==> src/rtl/anc_pkg.sv <==
// Shared types and defaults for the ANC frame sequencer.
package anc_pkg;

    localparam int TIMEOUT_CYCLES_DEF = 1500;
    localparam int CNT_W_DEF          = 8;

    // Encoding is visible on state_out: IDLE=0, then stages in frame order.
    typedef enum logic [2:0] {
        ST_IDLE = 3'd0,
        ST_LP   = 3'd1,
        ST_ERR  = 3'd2,
        ST_LMS  = 3'd3,
        ST_FIR  = 3'd4,
        ST_DLY  = 3'd5
    } state_e;

    // One-hot start vector {dly, fir, lms, err, lp} for the stage being entered.
    function automatic logic [4:0] start_mask(state_e s);
        case (s)
            ST_LP:   return 5'b00001;
            ST_ERR:  return 5'b00010;
            ST_LMS:  return 5'b00100;
            ST_FIR:  return 5'b01000;
            ST_DLY:  return 5'b10000;
            default: return 5'b00000;
        endcase
    endfunction

endpackage

==> src/rtl/sat_counter.sv <==
// Saturating up-counter with synchronous clear; clear beats increment.
module sat_counter #(
    parameter int W = 8
) (
    input  logic         clk_in,
    input  logic         rst_in,
    input  logic         inc_in,
    input  logic         clr_in,
    output logic [W-1:0] value_out
);

    logic [W-1:0] value_q, value_d;

    // Next value: clear, else increment unless already at all-ones.
    always_comb begin
        // NOTE: default assignment first, so every path drives value_d and no latch is inferred.
        value_d = value_q;
        if (clr_in) begin
            value_d = '0;
        end else if (inc_in && (value_q != '1)) begin
            value_d = value_q + W'(1);
        end
    end

    // Count register, async reset to zero.
    always_ff @(posedge clk_in or posedge rst_in) begin
        // NOTE: non-blocking assignment so every flop samples pre-edge values.
        if (rst_in) begin
            value_q <= '0;
        end else begin
            value_q <= value_d;
        end
    end

    assign value_out = value_q;

endmodule

==> src/rtl/anc_sequencer.sv <==
// Per-sample ANC pipeline sequencer: LP -> ERR -> (LMS) -> FIR -> DLY with
// per-stage timeout, overrun/timeout statistics and a completed-frame count.
module anc_sequencer
    import anc_pkg::*;
#(
    parameter int TIMEOUT_CYCLES = TIMEOUT_CYCLES_DEF,
    parameter int CNT_W          = CNT_W_DEF
) (
    input  logic             clk_in,
    input  logic             rst_in,
    input  logic             sample_pulse_in,
    input  logic             adapt_en_in,
    input  logic             clear_in,
    input  logic             lp_done_in,
    input  logic             err_done_in,
    input  logic             lms_done_in,
    input  logic             fir_done_in,
    input  logic             dly_done_in,
    output logic             lp_start_out,
    output logic             err_start_out,
    output logic             lms_start_out,
    output logic             fir_start_out,
    output logic             dly_start_out,
    output logic             busy_out,
    output logic [2:0]       state_out,
    output logic [CNT_W-1:0] overrun_cnt_out,
    output logic [CNT_W-1:0] timeout_cnt_out,
    output logic             timeout_flag_out,
    output logic [15:0]      frame_cnt_out
);

    localparam int CYC_W = $clog2(TIMEOUT_CYCLES + 1);

    state_e           state_q, state_d;
    logic [CYC_W-1:0] cyc_q, cyc_d;
    logic [4:0]       start_q, start_d;
    logic [15:0]      frame_q, frame_d;
    logic             flag_q, flag_d;

    logic done_cur;
    logic entering;
    logic overrun_inc;
    logic timeout_inc;
    logic frame_inc;

    // Next-state, stage-cycle counter, start pulses and event strobes.
    always_comb begin
        state_d     = state_q;
        done_cur    = 1'b0;
        timeout_inc = 1'b0;
        frame_inc   = 1'b0;

        case (state_q)
            ST_IDLE: if (sample_pulse_in) state_d = ST_LP;
            ST_LP: begin
                done_cur = lp_done_in;
                if (lp_done_in) state_d = ST_ERR;
            end
            ST_ERR: begin
                done_cur = err_done_in;
                if (err_done_in) state_d = adapt_en_in ? ST_LMS : ST_FIR;
            end
            ST_LMS: begin
                done_cur = lms_done_in;
                if (lms_done_in) state_d = ST_FIR;
            end
            ST_FIR: begin
                done_cur = fir_done_in;
                if (fir_done_in) state_d = ST_DLY;
            end
            ST_DLY: begin
                done_cur = dly_done_in;
                if (dly_done_in) begin
                    frame_inc = 1'b1;
                    // A sample arriving exactly at frame end starts the next frame.
                    state_d   = sample_pulse_in ? ST_LP : ST_IDLE;
                end
            end
            default: state_d = ST_IDLE;
        endcase

        // A done on the last allowed cycle still wins over the abort.
        if ((state_q != ST_IDLE) && !done_cur &&
            (cyc_q == CYC_W'(TIMEOUT_CYCLES - 1))) begin
            state_d     = ST_IDLE;
            timeout_inc = 1'b1;
        end

        overrun_inc = sample_pulse_in && (state_q != ST_IDLE) &&
                      !((state_q == ST_DLY) && dly_done_in);

        entering = (state_d != state_q);
        cyc_d    = (entering || (state_q == ST_IDLE)) ? '0 : cyc_q + CYC_W'(1);
        start_d  = entering ? start_mask(state_d) : 5'b00000;
        frame_d  = clear_in ? 16'd0 : (frame_inc ? frame_q + 16'd1 : frame_q);
        flag_d   = clear_in ? 1'b0 : (flag_q | timeout_inc);
    end

    // State, stage timer, start pulses, frame count and sticky flag.
    always_ff @(posedge clk_in or posedge rst_in) begin
        if (rst_in) begin
            state_q <= ST_IDLE;
            cyc_q   <= '0;
            start_q <= 5'b00000;
            frame_q <= 16'd0;
            flag_q  <= 1'b0;
        end else begin
            state_q <= state_d;
            cyc_q   <= cyc_d;
            start_q <= start_d;
            frame_q <= frame_d;
            flag_q  <= flag_d;
        end
    end

    sat_counter #(.W(CNT_W)) u_overrun_cnt (
        .clk_in    (clk_in),
        .rst_in    (rst_in),
        .inc_in    (overrun_inc),
        .clr_in    (clear_in),
        .value_out (overrun_cnt_out)
    );

    sat_counter #(.W(CNT_W)) u_timeout_cnt (
        .clk_in    (clk_in),
        .rst_in    (rst_in),
        .inc_in    (timeout_inc),
        .clr_in    (clear_in),
        .value_out (timeout_cnt_out)
    );

    assign {dly_start_out, fir_start_out, lms_start_out, err_start_out, lp_start_out} = start_q;
    assign busy_out         = (state_q != ST_IDLE);
    assign state_out        = state_q;
    assign frame_cnt_out    = frame_q;
    assign timeout_flag_out = flag_q;

endmodule

==> config.mk <==
export PLATFORM = sky130hd
export DESIGN_NAME = anc_sequencer
export DESIGN_NICKNAME = d
export VERILOG_FILES = /design/src/rtl/anc_pkg.sv /design/src/rtl/sat_counter.sv /design/src/rtl/anc_sequencer.sv
export SDC_FILE = /design/constraint.sdc
export NUM_CORES = 1
export LEC_CHECK = 0
export BUFFER_PORTS_ARGS = -buffer_cell sky130_fd_sc_hd__buf_2
export CAP_MARGIN = 25
export CORE_MARGIN = 2
export CORE_UTILIZATION = 50
export CTS_BUF_LIST = sky130_fd_sc_hd__clkbuf_4
export DETAILED_ROUTE_END_ITERATION = 10
export HOLD_SLACK_MARGIN = 0.08
export PLACE_DENSITY = 0.73
export SYNTH_ARGS = -nofsm -noshare
export SYNTH_HDL_FRONTEND = slang
export SYNTH_SLANG_ARGS = --single-unit
==> constraint.sdc <==
create_clock -name clk_in -period 2.2 [get_ports clk_in]
set_clock_uncertainty 0.15 [all_clocks]
set_input_delay 0.44 -clock clk_in [delete_from_list [all_inputs] [get_ports clk_in]]
set_output_delay 0.44 -clock clk_in [all_outputs]
set_load 0.02 [all_outputs]
==> metrics <==
power per cell area 794 nW/um^2; Worst path max stage delay 430 ps; sequential area share after synthesis 0.473; Nets 356; sequential share of power 0.431; WL final 5980 um; clock share of power 0.263; CP Class reg -> reg; vias in the first global route between 2000 and 2500; Worst Path Required 2310 ps; Pins Over Slew Limit 0; placed instance area 3080 um^2; layout cell share with drive strength beyond 1 0.274; core region area 5410 um^2; CTS tree built; Yosys cell types 52; sw power 925 uW; Initial Utilization 0.509; vias per cell between 5 and 6; Slowest-stage cell, CP dfrtp_1; Clock transition at path regs 160 ps; Clock Sinks 52; Clock Latency Late Sink 380 ps; Synth area leaders dfrtp_1 (47%), xnor2_1 (4.5%), nor2_1 (4.2%), xor2_1 (4.1%), nand3_1 (3.6%); final setup fails 0; Fin Hold WS 144 ps; syn avg cell area roughly 9.7 um^2; Yosys Warn Count 0; Switching Share 0.354; Yosys top cell area share 0.473; DRC Markers 0; Mapped Cells between 200 and 300; die width between 70 and 80 um; Worst Tran Pin Value roughly 640 ps; RSZ-0062 raised after global routing true; ant diodes 0; #FFs+latches synth 52; crit end category flop; die area 6120 um^2; pre-CTS setup slack -64.9 ps; Buf/Inv on CP 0; row count 27; most common cell in the netlist dfrtp_1; via count about 2300; top_reg_cell synth dfrtp_1; number of H-tree levels 2; first-pass GRT wire length slightly below 10000 um; area leader, netlist dfrtp_1; Post-Layout Inst Area 3290 um^2; combinational power share 0.306; initial antenna violation count 0; Top-Level Pins 52; final cycle utilization of the critical path 0.981; Final ANT Viol Nets 0; syn nets 297; Max FO, Critical Path 7; leakage dissipation about 1.5 nW; Non-Filler Instances slightly above 400; Async S/R FF share, synth 1.00; status finished, final reports clean; PnR worst setup slack 42.6 ps; Buffers on Ports 51; GP Congestion 0.817; relative max-transition margin 0.576; Synth top cells by count dfrtp_1 (52), nor2_1 (31), nand3_1 (20), nor3_1 (19), xnor2_1 (14); max cap viols 0; Arr. time, crit path between 2000 and 2500 ps; DR iter-0 viols between 100 and 150; post-route core utilization 0.609; CTS buffer count 5; Placed Cells 402; CTS Root Cell clkbuf_4; Final Hold Vio Count 0; DR WL/cell 14.4 um; final worst path period need approximately 2200 ps; overall routing resource usage 0.199; startpoint types flop; Post-synth EDFFs 0; Int Pwr 1.69 mW; GR Overflow Total 0; hold crit path type in -> reg; overall power 2.62 mW; chip height 78.2 um; Initial DRT Pass Iterations 4; filler cell count 463; largest net degree at the start of global routing 53; worst-case clock buffer depth 2; aggregate negative setup slack 0 ps; CP cell instances ha_4 -> nand4b_4 -> nor4b_4 -> nand4_4 -> o311ai_0 -> o41ai_1; DP Wirelength 3970 um; delay-heaviest family, CP simple AND/OR/NAND/NOR gates; Syn-to-layout area delta 19.6%; Cell Area, Synth 2750 um^2; fmax 464 MHz; Peak VDD IR 0.485 mV
-- layout make-up --
class                           instances  area (um^2)  area share
Sequential cell                        52         1300       0.395
Tap cell                               72         90.1      0.0273
Inverter                               12         45.0      0.0137
Timing Repair Buffer                   64          372       0.113
Clock inverter                          3         68.8      0.0209
Multi-Input combinational cell        207         1380       0.419
Clock buffer                            5         37.5      0.0114
-- kinds of logic after synthesis --
kind of cell	after synthesis	synth area share
mux	2	0.00772
flops	52	0.473
fa+ha+maj	4	0.0182
simple gates	132	0.267
xor+xnor	27	0.0859
compound gates	41	0.0968
buf+inv	25	0.0518
-- power groups by stage --
stage / logic [mW] / clock network, mW / registers (mW)
floorplan: 0.512 / 0 / 1.18
global placement: 0.736 / 0 / 1.13
detailed placement: 0.742 / 0 / 1.13
CTS: 0.765 / 0.696 / 1.11
global route: 0.891 / 0.734 / 1.14
finish: 0.801 / 0.688 / 1.13
-- layer usage --
metal,global-route usage,share of wire,vias up
met4,0.0509,0.0077,0
li1,-,-,1117
met3,0.0437,0.042,6
met1,0.252,0.44,1105
met5,0,0,-
met2,0.347,0.51,49
-- worst paths after layout --
kind                                                                to          startpoint  cells past startpoint  slack [ps]
worst max-delay path            u_timeout_cnt.value_out[3]$_DFFE_PP0P_  cyc_q[0]$_DFF_PP0_                      6          40
min in group asynchronous                 frame_cnt_out[7]$_DFFE_PP0P_              rst_in                      4         480
worst min register to register                      cyc_q[0]$_DFF_PP0_  cyc_q[0]$_DFF_PP0_                      1         380
max in group asynchronous                       state_out[0]$_DFF_PP0_              rst_in                      4        1130
worst min-delay path                              start_q[2]$_DFF_PP0_         adapt_en_in                      3         140
worst max register to register  u_timeout_cnt.value_out[3]$_DFFE_PP0P_  cyc_q[0]$_DFF_PP0_                      6          40
-- worst reg2reg max path, stage by stage (launching register included) --
cell and delay, ps:
dfrtp_1 430, ha_4 170, nand4b_4 120, nor4b_4 390, nand4_4 200, o311ai_0 440
o41ai_1 160
-- state kept, by name, indices dropped and copies added, names as in the netlist --
register / count
cyc_q: 11
frame_cnt_out: 16
start_q: 5
timeout_flag_out: 1
u_overrun_cnt.value_out: 8
state_out: 3
u_timeout_cnt.value_out: 8
-- cells in the final DEF (no fill, tap or decap), types with 2 or more instances in the layout --
master     Yosys  layout
xor2_1        13      13
nand3b_1       2       2
nand3_1       20      20
nand2_1       12      11
and3_1         5       5
buf_4          2      10
or4_1          2       2
o21ai_0        9       9
buf_2          3      51
ha_1           4       3
dfrtp_1       52      51
and2_1         2       2
clkbuf_4       0       5
xnor2_1       14      14
nor4_1         3       3
a21o_1         2       2
and4_1         4       4
a21o_2         2       2
o21a_1         2       2
a21oi_1       13      13
nor2_1        31      31
o41ai_1        2       2
or3_1          5       5
bufinv_16      0       2
nand4_1        8       8
nor3_1        19      18
or2b_2         2       2
nand2b_1       4       4
nor2b_1        2       2
inv_1         12      11
-- repair_timing --
action,CTS,global route
gates resized for setup,2,10
pin swaps,1,6
buffers inserted,0,3
hold buffers,1,0
cloned,0,1
endpoints found under the setup margin,15,8
endpoints found under the hold margin,52,0
Power figures use the tool's default switching activity.
